$ cat config.mk
export PLATFORM = sky130hd
export DESIGN_NAME = mem_req_arbiter_flat
export DESIGN_NICKNAME = d
export VERILOG_FILES = /design/src/rtl/mem_req_arbiter_pkg.sv /design/src/rtl/mem_req_arbiter_if.sv /design/src/rtl/mem_req_arbiter_req_slot.sv /design/src/rtl/mem_req_arbiter.sv /design/src/flat_wrapper.sv
export SDC_FILE = /design/constraint.sdc
export NUM_CORES = 1
export LEC_CHECK = 0
export BUFFER_PORTS_ARGS = -buffer_cell sky130_fd_sc_hd__buf_2
export CORE_ASPECT_RATIO = 0.8
export CORE_MARGIN = 10
export CORE_UTILIZATION = 53
export CTS_BUF_LIST = sky130_fd_sc_hd__clkbuf_4 sky130_fd_sc_hd__clkbuf_8 sky130_fd_sc_hd__clkbuf_16
export DETAILED_ROUTE_END_ITERATION = 10
export GPL_ROUTABILITY_DRIVEN = 0
export PLACE_DENSITY = 0.79
export SYNTH_ARGS = -nofsm -noshare
export SYNTH_HDL_FRONTEND = slang
export SYNTH_SLANG_ARGS = --single-unit
$ cat constraint.sdc
create_clock -name clk -period 2.9 [get_ports clk]
set_input_delay 0.435 -clock clk [delete_from_list [all_inputs] [get_ports clk]]
set_output_delay 0.435 -clock clk [all_outputs]
set_load 0.005 [all_outputs]
$ cat src/rtl/mem_req_arbiter_pkg.sv
// Shared widths, opcode encodings, requester kinds and FSM state encoding
// for the memory request arbiter.
package mem_req_arbiter_pkg;

  localparam int XLEN           = 32;
  localparam int ROB_SIZE_WIDTH = 4;
  localparam int INST_OP_WIDTH  = 6;
  localparam int DEF_AGE_LIMIT  = 3;

  localparam logic [INST_OP_WIDTH-1:0] OP_LB  = 6'd1;
  localparam logic [INST_OP_WIDTH-1:0] OP_LH  = 6'd2;
  localparam logic [INST_OP_WIDTH-1:0] OP_LW  = 6'd3;
  localparam logic [INST_OP_WIDTH-1:0] OP_LBU = 6'd4;
  localparam logic [INST_OP_WIDTH-1:0] OP_LHU = 6'd5;
  localparam logic [INST_OP_WIDTH-1:0] OP_SB  = 6'd6;
  localparam logic [INST_OP_WIDTH-1:0] OP_SH  = 6'd7;
  localparam logic [INST_OP_WIDTH-1:0] OP_SW  = 6'd8;

  localparam logic [1:0] ARB_KIND_FETCH = 2'd0;
  localparam logic [1:0] ARB_KIND_LOAD  = 2'd1;
  localparam logic [1:0] ARB_KIND_STORE = 2'd2;

  typedef enum logic {
    ST_IDLE = 1'b0,
    ST_WAIT = 1'b1
  } arb_state_t;

endpackage

$ cat src/rtl/mem_req_arbiter_if.sv
// Requester, controller and issue signals of the memory request arbiter.
// slave = arbiter side, master = requesters plus memory controller.
interface mem_req_arbiter_if;
  import mem_req_arbiter_pkg::*;

  logic                      fet_req;
  logic [XLEN-1:0]           fet_pc;
  logic                      fet_ready;
  logic                      lsb_req;
  logic [INST_OP_WIDTH-1:0]  lsb_op;
  logic [XLEN-1:0]           lsb_addr;
  logic [ROB_SIZE_WIDTH-1:0] lsb_id;
  logic                      lsb_ready;
  logic                      rob_req;
  logic [INST_OP_WIDTH-1:0]  rob_op;
  logic [XLEN-1:0]           rob_addr;
  logic [XLEN-1:0]           rob_val;
  logic                      rob_ready;
  logic                      mc_busy;
  logic                      mc_done;
  logic                      arb_valid;
  logic [1:0]                arb_kind;
  logic [INST_OP_WIDTH-1:0]  arb_op;
  logic [XLEN-1:0]           arb_addr;
  logic [XLEN-1:0]           arb_val;
  logic [ROB_SIZE_WIDTH-1:0] arb_id;
  logic                      arb_fet_done;
  logic                      arb_lsb_done;
  logic                      arb_rob_done;

  modport slave (
    input  fet_req, fet_pc, lsb_req, lsb_op, lsb_addr, lsb_id,
           rob_req, rob_op, rob_addr, rob_val, mc_busy, mc_done,
    output fet_ready, lsb_ready, rob_ready, arb_valid, arb_kind, arb_op,
           arb_addr, arb_val, arb_id, arb_fet_done, arb_lsb_done, arb_rob_done
  );

  modport master (
    output fet_req, fet_pc, lsb_req, lsb_op, lsb_addr, lsb_id,
           rob_req, rob_op, rob_addr, rob_val, mc_busy, mc_done,
    input  fet_ready, lsb_ready, rob_ready, arb_valid, arb_kind, arb_op,
           arb_addr, arb_val, arb_id, arb_fet_done, arb_lsb_done, arb_rob_done
  );

endinterface

$ cat src/rtl/mem_req_arbiter_req_slot.sv
// One-entry valid+payload holding register: captures on req while empty,
// empties on completion, or on flush when the slot is speculative.
module mem_req_arbiter_req_slot #(
  parameter int W = 32
) (
  input  logic         clk,
  input  logic         rst_n,
  input  logic         en,
  input  logic         req,
  input  logic [W-1:0] din,
  input  logic         clr,
  input  logic         flush,
  input  logic         flush_en,
  output logic         full,
  output logic [W-1:0] q
);

  always_ff @(posedge clk or negedge rst_n) begin
    if (!rst_n) begin
      full <= 1'b0;
      q    <= '0;
    end else if (en) begin
      // Flush beats a same-cycle request so nothing speculative survives it.
      if (flush && flush_en) begin
        full <= 1'b0;
      end else if (clr) begin
        full <= 1'b0;
      end else if (req && !full) begin
        full <= 1'b1;
        q    <= din;
      end
    end
  end

endmodule

$ cat src/rtl/mem_req_arbiter.sv
// Shares the byte-serial memory controller between fetch, load and store
// requesters: store > load > fetch, with fetch forced after AGE_LIMIT bypasses.
module mem_req_arbiter
  import mem_req_arbiter_pkg::*;
#(
  parameter int AGE_LIMIT = DEF_AGE_LIMIT
) (
  input  logic               clk,
  input  logic               rst_n,
  input  logic               rdy,
  input  logic               flush,
  mem_req_arbiter_if.slave   bus
);

  localparam int AGE_W = $clog2(AGE_LIMIT + 1);
  localparam int LSB_W = INST_OP_WIDTH + XLEN + ROB_SIZE_WIDTH;
  localparam int ROB_W = INST_OP_WIDTH + 2 * XLEN;

  arb_state_t                state, state_nxt;
  logic [AGE_W-1:0]          age, age_nxt;
  logic [1:0]                kind_q, win;
  logic                      grant;
  logic [INST_OP_WIDTH-1:0]  sel_op, op_q;
  logic [XLEN-1:0]           sel_addr, addr_q, sel_val, val_q;
  logic [ROB_SIZE_WIDTH-1:0] sel_id, id_q;
  logic                      valid_q;
  logic                      fet_done_nxt, lsb_done_nxt, rob_done_nxt;
  logic                      fet_done_q, lsb_done_q, rob_done_q;
  logic                      fet_full, lsb_full, rob_full;
  logic                      fet_pend, lsb_pend, rob_pend;
  logic [XLEN-1:0]           fet_q;
  logic [LSB_W-1:0]          lsb_q;
  logic [ROB_W-1:0]          rob_q;

  mem_req_arbiter_req_slot #(.W(XLEN)) u_fet_slot (
    .clk(clk), .rst_n(rst_n), .en(rdy), .req(bus.fet_req), .din(bus.fet_pc),
    .clr(fet_done_nxt), .flush(flush), .flush_en(1'b1), .full(fet_full), .q(fet_q)
  );

  mem_req_arbiter_req_slot #(.W(LSB_W)) u_lsb_slot (
    .clk(clk), .rst_n(rst_n), .en(rdy), .req(bus.lsb_req),
    .din({bus.lsb_op, bus.lsb_addr, bus.lsb_id}),
    .clr(lsb_done_nxt), .flush(flush), .flush_en(1'b1), .full(lsb_full), .q(lsb_q)
  );

  mem_req_arbiter_req_slot #(.W(ROB_W)) u_rob_slot (
    .clk(clk), .rst_n(rst_n), .en(rdy), .req(bus.rob_req),
    .din({bus.rob_op, bus.rob_addr, bus.rob_val}),
    .clr(rob_done_nxt), .flush(flush), .flush_en(1'b0), .full(rob_full), .q(rob_q)
  );

  // A flushing cycle sees the speculative slots as already empty.
  assign fet_pend = fet_full && !flush;
  assign lsb_pend = lsb_full && !flush;
  assign rob_pend = rob_full;

  always_comb begin
    state_nxt    = state;
    age_nxt      = age;
    grant        = 1'b0;
    win          = ARB_KIND_FETCH;
    sel_op       = '0;
    sel_addr     = '0;
    sel_val      = '0;
    sel_id       = '0;
    fet_done_nxt = 1'b0;
    lsb_done_nxt = 1'b0;
    rob_done_nxt = 1'b0;

    if (fet_pend && age == AGE_W'(AGE_LIMIT)) win = ARB_KIND_FETCH;
    else if (rob_pend)                        win = ARB_KIND_STORE;
    else if (lsb_pend)                        win = ARB_KIND_LOAD;

    case (win)
      ARB_KIND_STORE: {sel_op, sel_addr, sel_val} = rob_q;
      ARB_KIND_LOAD:  {sel_op, sel_addr, sel_id}  = lsb_q;
      default:        sel_addr = fet_q;
    endcase

    case (state)
      ST_IDLE: begin
        if (!bus.mc_busy && (fet_pend || lsb_pend || rob_pend)) begin
          grant     = 1'b1;
          state_nxt = ST_WAIT;
          if (win == ARB_KIND_FETCH)                   age_nxt = '0;
          else if (fet_pend && age != AGE_W'(AGE_LIMIT)) age_nxt = age + AGE_W'(1);
        end
      end
      ST_WAIT: begin
        // Speculative work is abandoned on flush; its late completion is dropped.
        if (flush && kind_q != ARB_KIND_STORE) begin
          state_nxt = ST_IDLE;
        end else if (bus.mc_done) begin
          state_nxt    = ST_IDLE;
          fet_done_nxt = (kind_q == ARB_KIND_FETCH);
          lsb_done_nxt = (kind_q == ARB_KIND_LOAD);
          rob_done_nxt = (kind_q == ARB_KIND_STORE);
        end
      end
      default: state_nxt = ST_IDLE;
    endcase

    if (flush) age_nxt = '0;
  end

  always_ff @(posedge clk or negedge rst_n) begin
    if (!rst_n) begin
      state      <= ST_IDLE;
      age        <= '0;
      kind_q     <= ARB_KIND_FETCH;
      valid_q    <= 1'b0;
      op_q       <= '0;
      addr_q     <= '0;
      val_q      <= '0;
      id_q       <= '0;
      fet_done_q <= 1'b0;
      lsb_done_q <= 1'b0;
      rob_done_q <= 1'b0;
    end else if (rdy) begin
      state      <= state_nxt;
      age        <= age_nxt;
      valid_q    <= grant;
      fet_done_q <= fet_done_nxt;
      lsb_done_q <= lsb_done_nxt;
      rob_done_q <= rob_done_nxt;
      if (grant) begin
        kind_q <= win;
        op_q   <= sel_op;
        addr_q <= sel_addr;
        val_q  <= sel_val;
        id_q   <= sel_id;
      end
    end
  end

  assign bus.fet_ready    = !fet_full;
  assign bus.lsb_ready    = !lsb_full;
  assign bus.rob_ready    = !rob_full;
  assign bus.arb_valid    = valid_q;
  assign bus.arb_kind     = kind_q;
  assign bus.arb_op       = op_q;
  assign bus.arb_addr     = addr_q;
  assign bus.arb_val      = val_q;
  assign bus.arb_id       = id_q;
  assign bus.arb_fet_done = fet_done_q && rdy;
  assign bus.arb_lsb_done = lsb_done_q && rdy;
  assign bus.arb_rob_done = rob_done_q && rdy;

endmodule

$ cat src/flat_wrapper.sv
// flat-port wrapper written by rule: the top's interface ports become plain ports
module mem_req_arbiter_flat import mem_req_arbiter_pkg::*;
#(
  parameter int AGE_LIMIT = DEF_AGE_LIMIT
)
  (clk, rst_n, rdy, flush, bus_fet_req, bus_fet_pc, bus_lsb_req, bus_lsb_op, bus_lsb_addr, bus_lsb_id, bus_rob_req, bus_rob_op, bus_rob_addr, bus_rob_val, bus_mc_busy, bus_mc_done, bus_fet_ready, bus_lsb_ready, bus_rob_ready, bus_arb_valid, bus_arb_kind, bus_arb_op, bus_arb_addr, bus_arb_val, bus_arb_id, bus_arb_fet_done, bus_arb_lsb_done, bus_arb_rob_done);
  mem_req_arbiter_if bus_i ();
  input  logic clk;
  input  logic rst_n;
  input  logic rdy;
  input  logic flush;
  input wire logic [$bits(bus_i.fet_req)-1:0] bus_fet_req;
  input wire logic [$bits(bus_i.fet_pc)-1:0] bus_fet_pc;
  input wire logic [$bits(bus_i.lsb_req)-1:0] bus_lsb_req;
  input wire logic [$bits(bus_i.lsb_op)-1:0] bus_lsb_op;
  input wire logic [$bits(bus_i.lsb_addr)-1:0] bus_lsb_addr;
  input wire logic [$bits(bus_i.lsb_id)-1:0] bus_lsb_id;
  input wire logic [$bits(bus_i.rob_req)-1:0] bus_rob_req;
  input wire logic [$bits(bus_i.rob_op)-1:0] bus_rob_op;
  input wire logic [$bits(bus_i.rob_addr)-1:0] bus_rob_addr;
  input wire logic [$bits(bus_i.rob_val)-1:0] bus_rob_val;
  input wire logic [$bits(bus_i.mc_busy)-1:0] bus_mc_busy;
  input wire logic [$bits(bus_i.mc_done)-1:0] bus_mc_done;
  output wire logic [$bits(bus_i.fet_ready)-1:0] bus_fet_ready;
  output wire logic [$bits(bus_i.lsb_ready)-1:0] bus_lsb_ready;
  output wire logic [$bits(bus_i.rob_ready)-1:0] bus_rob_ready;
  output wire logic [$bits(bus_i.arb_valid)-1:0] bus_arb_valid;
  output wire logic [$bits(bus_i.arb_kind)-1:0] bus_arb_kind;
  output wire logic [$bits(bus_i.arb_op)-1:0] bus_arb_op;
  output wire logic [$bits(bus_i.arb_addr)-1:0] bus_arb_addr;
  output wire logic [$bits(bus_i.arb_val)-1:0] bus_arb_val;
  output wire logic [$bits(bus_i.arb_id)-1:0] bus_arb_id;
  output wire logic [$bits(bus_i.arb_fet_done)-1:0] bus_arb_fet_done;
  output wire logic [$bits(bus_i.arb_lsb_done)-1:0] bus_arb_lsb_done;
  output wire logic [$bits(bus_i.arb_rob_done)-1:0] bus_arb_rob_done;
  assign bus_i.fet_req = bus_fet_req;
  assign bus_i.fet_pc = bus_fet_pc;
  assign bus_i.lsb_req = bus_lsb_req;
  assign bus_i.lsb_op = bus_lsb_op;
  assign bus_i.lsb_addr = bus_lsb_addr;
  assign bus_i.lsb_id = bus_lsb_id;
  assign bus_i.rob_req = bus_rob_req;
  assign bus_i.rob_op = bus_rob_op;
  assign bus_i.rob_addr = bus_rob_addr;
  assign bus_i.rob_val = bus_rob_val;
  assign bus_i.mc_busy = bus_mc_busy;
  assign bus_i.mc_done = bus_mc_done;
  assign bus_fet_ready = bus_i.fet_ready;
  assign bus_lsb_ready = bus_i.lsb_ready;
  assign bus_rob_ready = bus_i.rob_ready;
  assign bus_arb_valid = bus_i.arb_valid;
  assign bus_arb_kind = bus_i.arb_kind;
  assign bus_arb_op = bus_i.arb_op;
  assign bus_arb_addr = bus_i.arb_addr;
  assign bus_arb_val = bus_i.arb_val;
  assign bus_arb_id = bus_i.arb_id;
  assign bus_arb_fet_done = bus_i.arb_fet_done;
  assign bus_arb_lsb_done = bus_i.arb_lsb_done;
  assign bus_arb_rob_done = bus_i.arb_rob_done;
  mem_req_arbiter #(.AGE_LIMIT(AGE_LIMIT)) u_core (.clk(clk), .rst_n(rst_n), .rdy(rdy), .flush(flush), .bus(bus_i));
endmodule
== Word-level counts from Yosys, hierarchy flattened ==
Index checks and enable logic that the tools add are counted.
Storage, ports and cells
  output and inout bits: 83
  flip-flop bits (word level): 230
  bits of input ports: 153
  logic and storage cells: 99
Operators by class
  $add $sub $neg: 1
  reductions and logical operators: 34
  multiplexer cells: 34
  equality and inequality tests: 8
  bitwise logic cells: 5
Operator list (count)
  $pmux 32 s2: 1
  $mux 32: 1
  $mux 1: 22
  $mux 2: 7
  $logic_and 1x1->1: 12
  $pmux 6 s2: 1
  $reduce_and 4->1: 3
  $reduce_bool 3->1: 3
  $reduce_and 2->1: 4
  $eq 2x2->1 const B: 3
  $ne 2x2->1 const B: 3
  $logic_not 1->1: 5
  $not 1->1: 5
  $eq 2x1->1 const B: 2
  $logic_not 2->1: 2
  $mux 4: 1
  $reduce_bool 2->1: 2
  $reduce_and 3->1: 1
  $add 2x1->2 const B: 1
  $logic_or 1x1->1: 2
  $pmux 1 s2: 1

== Depth between registers and ports, before layout ==
  depth after elaboration: 10
  gate-level depth with buffers: 11
  gate-level depth less buffers: 9

== Modules after synthesis ==
A second synthesis with hierarchy kept.
Unflattened totals
  cells, all modules: 781
  area, all modules: 9546.7 um2
Modules (own cells, without submodules)
  mem_req_arbiter: cells an instance 461, seq. area each 2077.0 um2, area an instance 4002.6 um2, times used 1
  mem_req_arbiter_req_slot at u_core.u_rob_slot: cells an instance 153, seq. area each 1776.7 um2, area an instance 2655.0 um2, times used 1
  mem_req_arbiter_req_slot at u_core.u_lsb_slot: cells an instance 94, seq. area each 1076.0 um2, area an instance 1631.6 um2, times used 1
  mem_req_arbiter_req_slot at u_core.u_fet_slot: cells an instance 73, seq. area each 825.8 um2, area an instance 1257.5 um2, times used 1

== Worst setup path before layout ==
Ideal clock, no wire load.
  kind: input to register
  from: input port flush
  to: register u_core.val_q[0] (netlist: u_core.bus.arb_val[0])
  arrival: 2024 ps
  path buffers: 4
  cell stages on the path: 9
  library setup time: 83 ps
  data required time: 2817 ps
  path slack: 794 ps
  path through: clkbuf_1 o21ai_0 inv_1 ha_1 clkbuf_1 clkbuf_1 clkbuf_1 nand2_1 o21ai_0
Between the ends
  elaborated cells between the ends (all ways): 15
  those cells by class: eq/ne (1); mux (6); reduce/logical (8)
RTL lines
  start, declared: RTL line flat_wrapper.sv:11  | input logic flush;
  $logic_not 1->1: RTL line mem_req_arbiter.sv:53  | assign fet_pend = fet_full && !flush;
  $logic_and 1x1->1: RTL line mem_req_arbiter.sv:53
  $logic_and 1x1->1: RTL line mem_req_arbiter.sv:70  | if (fet_pend && age == AGE_W'(AGE_LIMIT)) win = ARB_KIND_FETCH;
  $mux 2: RTL line mem_req_arbiter.sv:70
  via u_core.win[1]: RTL line mem_req_arbiter.sv:21  | logic [1:0] kind_q, win;
  $eq 2x2->1: RTL line mem_req_arbiter.sv:74  | case (win)
  $mux 32: RTL line mem_req_arbiter.sv:74
  end signal, assigned: RTL line mem_req_arbiter.sv:130  | val_q <= sel_val;
  end, declared: RTL line mem_req_arbiter.sv:24  | logic [XLEN-1:0] sel_addr, addr_q, sel_val, val_q;
The timed path passes the listed nets, and every way through them passes these cells.
A chain may end at the register's enable or synchronous reset.

== Worst setup path after layout ==
  from: register u_core.age[0]
  to: register u_core.addr_q[30] (netlist: u_core.bus.arb_addr[30])
Between the ends
  cells in the longest elaborated chain, start to end: 5
  elaborated cells between the ends (all ways): 6
  those cells by class: eq/ne (3); mux (2); reduce/logical (1)
RTL lines
  start, declared: RTL line mem_req_arbiter.sv:20  | logic [AGE_W-1:0] age, age_nxt;
  start signal, assigned: RTL line mem_req_arbiter.sv:121  | age <= age_nxt;
  $eq 2x2->1 (*): RTL line mem_req_arbiter.sv:70
  $logic_and 1x1->1 (*): RTL line mem_req_arbiter.sv:70
  $mux 2 (*): RTL line mem_req_arbiter.sv:70
  $eq 2x1->1 / $eq 2x2->1 (equally long branches): RTL line mem_req_arbiter.sv:74
  $pmux 32 s2 (*): RTL line mem_req_arbiter.sv:74
  end signal, assigned: RTL line mem_req_arbiter.sv:129  | addr_q <= sel_addr;
  end, declared: RTL line mem_req_arbiter.sv:24
Every way passes the cells marked *; elsewhere a longest branch is shown, timed or not.

==> out/summary.txt <==
Worst-path clk slew: 0.06 ns
xor/xnor share of the synthesized area: 0%
Compound-Gate Fraction of Synth Area: 10.1%
grt ovf: 0
status: completed
Worst Tran Pin Value: 1.05 ns
CTS tree: built
post-synthesis mux area share: 18.4%
Clock Sinks: 230
FFs w/ async S/R, synth: 100%
Port Buffers: 235
max_slew headroom: 29.9%
Post-CTS Setup Repair Bufs: 0
maximum VDD drop: 0.000717 V
Mapped Cells: 783
CP Class: reg2reg
Root Driver: clkbuf_16
ys flop type: dfrtp_1
Post-DRT Antenna Nets: 0
DIE HEIGHT: 140 µm
EDFF count, synth: 0
Storage cell area: 5760 µm²
CP max stage delay: 0.56 ns
layout cells sized above 1: 43.8%
arrival time of the worst setup path: 2.70 ns
fin crit share: 81.2%
DR DRC count: 0
placed insts: 1204
most used cell, CP: o21ai_0
Layout Nets: 1162
standard-cell rows: 43
final setup fails: 0
Initial Util: 54.6%
Cell variety after synth: 34
post-synthesis sequential area ratio: 60.1%
multi-input logic area: 3500 µm²
Die W: 170 µm
Setup crit start kind: register
PostCTS Resize Cnt: 0
number of max-cap violations: 0
area of the die: 23900 µm²
Slowest-stage cell, CP: ha_2
combinational family with the most area after synthesis: multiplexers
Pwr Density: 976 nW/µm²
Filler cells: 1318
Starting DRT DRC Count: 408
number of global-route vias before repair: 7047
RSZ-0062 raised after global routing: false
Final Power: 0.0114 W
Hold/Removal Path Class: in2reg
final WL: 24300 µm
via count: 6674
clock skew: 0.0112 ns
Hold-fix buffers, CTS: 1
Synthesized Nets: 940
CP Capture Type: register
post-synthesis adder-cell area fraction: 0.523%
initial antenna violation count: 3
WL/cell: 19.4 µm
Total GRT Usage: 19.9%
Post-Syn Area: 9570 µm²
fmax: 425 MHz
CP cell instances: ha_1, nand2_1, o21ai_0, ha_2, buf_12, o21ai_0, o21ai_0
post-DR vias/cell: 5.34
Synth Area per Inst: 12.2 µm²
Leak Pwr: 5.87 nW
htree depth: 1
number of synthesized register bits: 230
Ys Warns: 0
Core ar.: 17500 µm²
Layout Utilization: 66.7%
largest net degree at the start of global routing: 96
Layout Area Growth over Synthesis: 22.3%
Worst-Skew Late Latency: 0.50 ns
Post-Layout Cell Count: 1249
CTS max path bufs: 3
Worst EP required: 3.24 ns
Final Hold Fails: 0
first-pass GRT wire length: 38500 µm
Tmin final: 2.35 ns
fin. max-slew vios: 0
setup tns final: 0 ns
dpl hpwl: 16700 µm
cts bufs inserted: 23
Ports: 236
Simple-Gate Fraction of Synth Area: 7.40%
first drt pass iteration count: 7
Critical Path Fanout Max: 42
cells in the mapped netlist, types with 2 or more instances:
cell type | number | share of area (%)
a21oi_1 | 3 | 0.16
a22o_1 | 6 | 0.55
a22oi_1 | 34 | 2.7
and2_1 | 3 | 0.20
buf_1 | 3 | 0.12
buf_12 | 3 | 0.63
buf_2 | 14 | 0.73
buf_6 | 5 | 0.59
clkbuf_1 | 30 | 1.2
dfrtp_1 | 230 | 60
ha_1 | 4 | 0.52
inv_1 | 7 | 0.27
mux2_2 | 116 | 14
mux2_4 | 30 | 4.7
nand2_1 | 159 | 6.2
nor2_1 | 4 | 0.16
nor2b_1 | 2 | 0.13
o21ai_0 | 113 | 5.9
or4_1 | 2 | 0.16
worst max-delay path: cells and delay by family, from the launching register on:
kind                       cells  cell delay [ns]
adders and majority gates      2             0.74
AOI/OAI and AO/OA              3             0.72
DFF                            1             0.39
buffers and inverters          1             0.26
and+or+nand+nor                1             0.07
metrics by stage:
step / instance area, µm² / worst slack (ns) / hold WS [ns]
final: 11700 / 0.545 / 0.158
after detailed placement: 10900 / 0.572 / 0.465
after global routing: 11700 / 0.229 / 0.143
after CTS: 11700 / 0.543 / 0.140
after floorplan: 9570 / 0.794 / 0.139
after global placement: 10900 / 0.630 / 0.456
cell usage in the layout, fill, tap and decap left out, types with 6 or more instances in the layout:
cell / instances
inv_1: 7
a22o_1: 6
mux2_4: 30
a22oi_1: 34
dfrtp_1: 230
buf_2: 234
buf_12: 6
clkbuf_16: 23
nand2_1: 159
clkinv_2: 8
buf_4: 10
mux2_2: 116
o21ai_0: 113
worst paths after layout:
kind	slack (ns)	cells after the start	endpoint	startpoint
worst max-delay path	0.55	7	u_core.bus.arb_addr[30]	u_core.age[0]
worst min-delay path	0.16	2	u_core.u_rob_slot.q[3]	bus_rob_val[3]
worst max register to register	0.55	7	u_core.bus.arb_addr[30]	u_core.age[0]
worst min register to register	0.47	2	u_core.bus.arb_addr[31]	u_core.bus.arb_addr[31]
max in group asynchronous	1.57	3	u_core.u_fet_slot.q[6]	rst_n
min in group asynchronous	0.52	2	u_core.bus.arb_val[8]	rst_n
power breakdown:
group          switching, W  internal [W]  leakage [nW]  total [W]
Sequential         0.000730       0.00449          2.84    0.00522
Clock               0.00121       0.00169         0.382    0.00290
Combinational       0.00156       0.00175          2.64    0.00331
area by class of cell:
cell class                      count  area share (%)
Sequential cell                   230            49.2
Multi-Input combinational cell    491            29.9
Timing Repair Buffer              252            11.9
Clock buffer                       31            5.64
Tap cell                          225            2.40
Clock inverter                     10           0.695
Inverter                            7           0.224
Antenna cell                        3          0.0641
state kept, by name, summed over array words and instances (netlist names):
register                flops
u_core.u_lsb_slot.full      1
u_core.bus.arb_valid        1
u_core.rob_done_q           1
u_core.u_rob_slot.full      1
u_core.bus.arb_val         32
u_core.state                1
u_core.u_fet_slot.q        32
u_core.u_fet_slot.full      1
u_core.u_lsb_slot.q        42
u_core.lsb_done_q           1
u_core.age                  2
u_core.fet_done_q           1
u_core.bus.arb_kind         2
u_core.bus.arb_id           4
u_core.bus.arb_addr        32
u_core.bus.arb_op           6
u_core.u_rob_slot.q        70
layer usage:
layer | wire (µm) | track usage, %
met1 | 10300 | 25.8
met2 | 11700 | 32.5
met3 | 1660 | 4.69
met4 | 602 | 5.62
met5 | 12 | 0
kinds of logic after synthesis:
kind of cell    after synthesis
compound gates              164
fa+ha+maj                     4
simple gates                177
buf+inv                      62
mux                         146
flops                       230
No activity file was read; power rests on OpenSTA's default activity.
